[src/rtl/shifter_pipe.sv]
// Pipelined barrel shifter: rol/sll/ror/srl by 0..WIDTH-1 using log2(WIDTH) mux levels.
// Latency: CNT_W cycles with PIPE=1 (a register after every level), 1 cycle with PIPE=0.
// Backpressure: stall = out_valid & ~out_ready freezes every stage (bubbles included); in_ready = ~stall.
// Optional flags: define SHIFTER_FLAGS_EN to add out_zero / out_carry, pipelined with the data.
module shifter_pipe #(
    parameter int WIDTH = 16,
    parameter int PIPE  = 1,
    localparam int CNT_W = $clog2(WIDTH)
) (
    input  logic             clk,
    input  logic             rst,
    input  logic             in_valid,
    output logic             in_ready,
    input  logic [WIDTH-1:0] in_data,
    input  logic [CNT_W-1:0] in_cnt,
    input  logic [1:0]       in_op,
    output logic             out_valid,
    input  logic             out_ready,
    output logic [WIDTH-1:0] out_data
`ifdef SHIFTER_FLAGS_EN
   ,output logic             out_zero,
    output logic             out_carry
`endif
);

    // Number of registered stages: one per mux level when pipelined, else a single output stage.
    localparam int NSTG = (PIPE != 0) ? CNT_W : 1;

    // Operation encoding: bit 1 selects right, bit 0 selects zero-fill (logical) over wrap.
    localparam logic [1:0] OP_ROL = 2'b00;
    localparam logic [1:0] OP_SLL = 2'b01;
    localparam logic [1:0] OP_ROR = 2'b10;

    // One mux level: shift/rotate by a fixed amount when enabled, otherwise pass through.
    function automatic logic [WIDTH-1:0] shift_level(
        input logic [WIDTH-1:0] d,
        input logic             en,
        input int               amt,
        input logic [1:0]       op
    );
        logic [WIDTH-1:0] res;
        case (op)
            OP_ROL:  res = (d << amt) | (d >> (WIDTH - amt));
            OP_SLL:  res = d << amt;
            OP_ROR:  res = (d >> amt) | (d << (WIDTH - amt));
            default: res = d >> amt;
        endcase
        return en ? res : d;
    endfunction

    // ------------------------------------------------------------------
    // Handshake
    // ------------------------------------------------------------------
    logic stall;

    // Whole pipe freezes when the output holds an unretired result.
    always_comb begin
        stall    = out_valid & ~out_ready;
        in_ready = ~stall;
    end

    // ------------------------------------------------------------------
    // Mux levels. lvl_* are the inputs to level k, lvl_out its result.
    // ------------------------------------------------------------------
    logic [WIDTH-1:0] lvl_in  [CNT_W];
    logic [WIDTH-1:0] lvl_out [CNT_W];
    logic [CNT_W-1:0] lvl_cnt [CNT_W];
    logic [1:0]       lvl_op  [CNT_W];

    // Stage registers carrying the beat (valid + data); cnt/op live in the pipelined branch.
    logic             valid_q [NSTG];
    logic             valid_d [NSTG];
    logic [WIDTH-1:0] data_q  [NSTG];
    logic [WIDTH-1:0] data_d  [NSTG];

    assign lvl_in[0]  = in_data;
    assign lvl_cnt[0] = in_cnt;
    assign lvl_op[0]  = in_op;

    genvar k;
    generate
        for (k = 0; k < CNT_W; k++) begin : g_lvl
            assign lvl_out[k] = shift_level(lvl_in[k], lvl_cnt[k][k], 1 << k, lvl_op[k]);
        end

        if (PIPE != 0) begin : g_pipe
            // Remaining shift amount and op travel with the beat between levels.
            logic [CNT_W-1:0] cnt_q [CNT_W-1];
            logic [1:0]       op_q  [CNT_W-1];

            for (k = 1; k < CNT_W; k++) begin : g_link
                assign lvl_in[k]  = data_q[k-1];
                assign lvl_cnt[k] = cnt_q[k-1];
                assign lvl_op[k]  = op_q[k-1];
            end

            // Control side of the inter-level registers; advances with the data.
            always_ff @(posedge clk or posedge rst) begin
                if (rst) begin
                    for (int i = 0; i < CNT_W - 1; i++) begin
                        cnt_q[i] <= '0;
                        op_q[i]  <= '0;
                    end
                end else if (!stall) begin
                    for (int i = 0; i < CNT_W - 1; i++) begin
                        cnt_q[i] <= lvl_cnt[i];
                        op_q[i]  <= lvl_op[i];
                    end
                end
            end
        end else begin : g_flat
            // All levels chained combinationally; the operands come straight from the input.
            for (k = 1; k < CNT_W; k++) begin : g_link
                assign lvl_in[k]  = lvl_out[k-1];
                assign lvl_cnt[k] = in_cnt;
                assign lvl_op[k]  = in_op;
            end
        end
    endgenerate

    // Next-state of each stage: stage 0 takes the input (a bubble when in_valid=0), later stages shift down.
    always_comb begin
        for (int i = 0; i < NSTG; i++) begin
            data_d[i]  = (PIPE != 0) ? lvl_out[i] : lvl_out[CNT_W-1];
            valid_d[i] = 1'b0;
        end
        valid_d[0] = in_valid;
        for (int i = 1; i < NSTG; i++) begin
            valid_d[i] = valid_q[i-1];
        end
    end

    // Stage registers: cleared immediately on reset, hold everything while stalled.
    always_ff @(posedge clk or posedge rst) begin
        if (rst) begin
            for (int i = 0; i < NSTG; i++) begin
                valid_q[i] <= 1'b0;
                data_q[i]  <= '0;
            end
        end else if (!stall) begin
            for (int i = 0; i < NSTG; i++) begin
                valid_q[i] <= valid_d[i];
                data_q[i]  <= data_d[i];
            end
        end
    end

    assign out_valid = valid_q[NSTG-1];
    assign out_data  = data_q[NSTG-1];

`ifdef SHIFTER_FLAGS_EN
    // ------------------------------------------------------------------
    // Flags. Carry is the last bit pushed out of the word, taken from the
    // original operand at entry: bit WIDTH-cnt for left ops, bit cnt-1 for
    // right ops. WIDTH-cnt modulo WIDTH is simply -cnt in CNT_W bits.
    // ------------------------------------------------------------------
    logic [CNT_W-1:0] idx_l;
    logic [CNT_W-1:0] idx_r;
    logic             carry_in;
    logic             carry_q [NSTG];
    logic             carry_d [NSTG];
    logic             zero_q;

    // Stage-0 carry extraction from the incoming operand.
    always_comb begin
        idx_l    = '0 - in_cnt;
        idx_r    = in_cnt - CNT_W'(1);
        carry_in = 1'b0;
        if (in_cnt != '0) begin
            carry_in = in_op[1] ? in_data[idx_r] : in_data[idx_l];
        end
    end

    // Carry moves down the pipe alongside its beat.
    always_comb begin
        carry_d[0] = carry_in;
        for (int i = 1; i < NSTG; i++) begin
            carry_d[i] = carry_q[i-1];
        end
    end

    // Flag registers; zero is evaluated on the data entering the last stage.
    always_ff @(posedge clk or posedge rst) begin
        if (rst) begin
            for (int i = 0; i < NSTG; i++) begin
                carry_q[i] <= 1'b0;
            end
            zero_q <= 1'b0;
        end else if (!stall) begin
            for (int i = 0; i < NSTG; i++) begin
                carry_q[i] <= carry_d[i];
            end
            zero_q <= (data_d[NSTG-1] == '0);
        end
    end

    assign out_zero  = zero_q;
    assign out_carry = carry_q[NSTG-1];
`endif

endmodule

[config.mk]
export PLATFORM = sky130hd
export DESIGN_NAME = shifter_pipe
export DESIGN_NICKNAME = d
export VERILOG_FILES = /design/src/rtl/shifter_pipe.sv
export SDC_FILE = /design/constraint.sdc
export NUM_CORES = 1
export LEC_CHECK = 0
export ABC_AREA = 1
export CORE_MARGIN = 1.5
export CORE_UTILIZATION = 35
export CTS_CLUSTER_SIZE = 40
export DETAILED_ROUTE_END_ITERATION = 10
export GPL_TIMING_DRIVEN = 0
export PLACE_DENSITY = 0.51
export SYNTH_ARGS = -nofsm -noshare
export SYNTH_HDL_FRONTEND = slang
export SYNTH_SLANG_ARGS = --single-unit
[constraint.sdc]
create_clock -name clk -period 3.43 [get_ports clk]
set_input_delay 0.343 -clock clk [delete_from_list [all_inputs] [get_ports clk]]
set_output_delay 0.343 -clock clk [all_outputs]
set_load 0.01 [all_outputs]
==> results.md <==
* Initial antenna violation count at 0
* Num CTS Buffers at 9
* NetSw at 2.06 mW
* Clock Tree Buf Depth at 2
* Post-route cell area at 0.00556 mm2
* RSZ-0062 raised after global routing: no
* Clk sinks at 80
* Seq/Total Area, Yosys at 43.5%
* Reg clk slew, reported paths at 0.06 ns
* Cell variety after synth at 16
* Synthesized flop and latch total at 80
* Synthesized Nets at 692
* Number of top-level pins at 44
* Vias in the first global route at 4,135
* Nets@finish at 747
* Most used cell along the critical path: clkdlybuf4s50_1
* Routability cong. at 0.829
* Placed cell areas at 0.00528 mm2
* Fmax at 0.418 GHz
* Final Hold Vio Count at 0
* Leak at 2.89 nW
* Die X at 118 um
* Core Region at 0.0127 mm2
* Arrival time worst endpoint at 2.05 ns
* Vias at 4,303
* Starting Density at 36.2%
* Drt initial violations at 240
* WL/cell at 14.3 um
* DIE HEIGHT at 118 um
* # diodes at 0
* Hold Buf Count CTS at 0
* Area fraction of the dominant cell type after synthesis at 43.5%
* Multi-input logic area at 0.00190 mm2
* Int Pwr at 2.87 mW
* Setup CP Type: input port to primary output
* Critical-path maximum fanout at 10
* Mapped Avg Cell Area at 6.91 um2
* Total GRT Usage at 19.9%
* Family with the most delay on the worst path: buffers and inverters
* PortBufs at 43
* Cell taking the most area after synthesis: dfrtp_1
* Synthesized area at 0.00460 mm2
* Tcrit/Tclk final at 69.7%
* Status: finished, final reports clean
* Max cap viols at 0
* Layout Skew at 0.00722 ns
* Clock power frac at 18.8%
* Final Slew Violations at 0
* H-tree lvl count at 3
* Share of cells above drive strength 1 at 13.2%
* DRC Markers at 0
* HPWL Detailed at 9590 um
* Full die area at 0.0138 mm2
* Sequential power share at 35.5%
* Crit end category: primary output
* Slew @ Worst Pin at 0.455 ns
* Mapped Cells at 666
* Post-Route WL at 12,800 um
* Synth top area cells: dfrtp_1 44%, nand2_1 18%, a21oi_1 6.5%, inv_1 6.3%, nand3_1 4.2%
* 1st-pass router iterations at 5
* Flop2flop setup slack at 2.16 ns
* Site Rows at 41
* CP Data Required Time at 3.09 ns
* Final Critical Period at 2.39 ns
* Fin cells at 897
* Placed Instances at 882
* # fillers at 1,389
* Vias/cell at 4.80
* Largest net degree at the start of global routing at 52
* Post-route ant nets at 0
* Area delta synth->final at 20.8%
* Worst-Skew Late Latency at 0.35 ns
* Cell area power density at 888 mW/mm2
* Root buf cell: clkbuf_16
* Slew HR at 69.7%
* First-pass GRT wire length at 21,700 um
* Peak VDD IR at 0.269 mV
* Setup Fix Bufs, Post-CTS at 0
* Post-CTS sizing at 0
* TritonCTS clock tree: yes
* WP buf/inv at 5
* YS warnings at 0
* Hold WC Path Type: input port to asynchronous set/reset pin
* Sw Share at 41.8%
* Max stage delay cell, worst path: clkdlybuf4s50_1
* Commonest non-fill, non-tap cell in the layout: nand2_1
* Gr ovfl total at 0
* Max incr delay on CP at 0.58 ns
* Final setup vio count at 0
* Commonest non-fill, non-tap cells in the layout: 226 x nand2_1, 80 x dfrtp_1, 76 x inv_1
* Gate power share at 45.8%
* Sequential cell area at 0.00200 mm2
* Worst path cell trace: clkdlybuf4s50_1 -> inv_2 -> nand2_2 -> buf_4 -> buf_2 -> clkdlybuf4s50_1
* Crit start category: input port
==> worst paths after layout <==
check	start	to	cells after the start
setup / recovery	out_ready	in_ready	6
hold / removal	rst	out_data[9]	2
setup reg to reg	out_valid	g_pipe.cnt_q[9]	5
hold reg to reg	valid_d[0]	out_valid	2
max in group asynchronous	rst	data_q[60]	3
min in group clk	valid_d[0]	out_valid	2
==> final cells by class <==
| class | instances | share of cell area (%) |
|---|---|---|
| flip-flops and latches | 80 | 36.0 |
| plain buffers | 51 | 6.14 |
| clock buffers | 11 | 4.55 |
| clock inverters | 4 | 0.540 |
| multi-input cells | 441 | 34.2 |
| repair buffers | 44 | 8.24 |
| inverters | 94 | 6.44 |
| well taps | 172 | 3.87 |
==> kinds of logic (layout without fill, tap and decap cells) <==
kind of cell / count (synthesis) / in the layout / share of synthesized area [%]
flip-flops: 80 / 80 / 43.5
AO/OA/AOI/OAI: 123 / 123 / 14.3
buffers and inverters: 145 / 204 / 15.1
AND/OR/NAND/NOR: 318 / 318 / 27.1
==> power by group through the flow <==
stage | Clock (mW) | Sequential [mW] | Combinational (mW)
6_report | 0.926 | 1.75 | 2.26
5_1_grt | 0.991 | 1.82 | 2.57
4_1_cts | 0.948 | 1.75 | 2.28
3_5_place_dp | 0 | 1.77 | 2.26
3_3_place_gp | 0 | 1.76 | 2.25
2_1_floorplan | 0 | 1.62 | 1.60
==> sequential cells by signal, indices dropped and copies added, names as in the netlist <==
signal / count
g_pipe.op_q: 6
valid_d: 3
out_valid: 1
out_data: 16
data_q: 48
g_pipe.cnt_q: 6
==> Yosys cell counts (all sizes together) <==
cell type  number
nand2         227
buf            50
inv            94
a21oi          71
o21ai          52
nand3          39
clkbuf          1
dfrtp          80
nor2           52
==> metrics by stage <==
step	setup TNS [ns]	util [%]	hold slack [ns]	setup slack (ns)	power, mW
after floorplan	0	-	0.423	1.04	3.22
after global placement	-30.28	41.2	0.449	-0.387	4.01
after detailed placement	0	41.5	0.447	1.01	4.03
after CTS	0	43.7	0.362	1.01	4.98
after global routing	0	43.7	0.386	0.927	5.38
final	0	43.7	0.348	1.04	4.93
==> per-layer routing <==
layer | routed length (um) | share of wire (%) | GRT usage [%]
met1 | 6020 | 47 | 27.7
met4 | 324 | 2.5 | 8.84
met3 | 511 | 4.0 | 2.86
met2 | 5960 | 46 | 30.9
met5 | 0 | 0 | 0
Power figures use the tool's default switching activity.
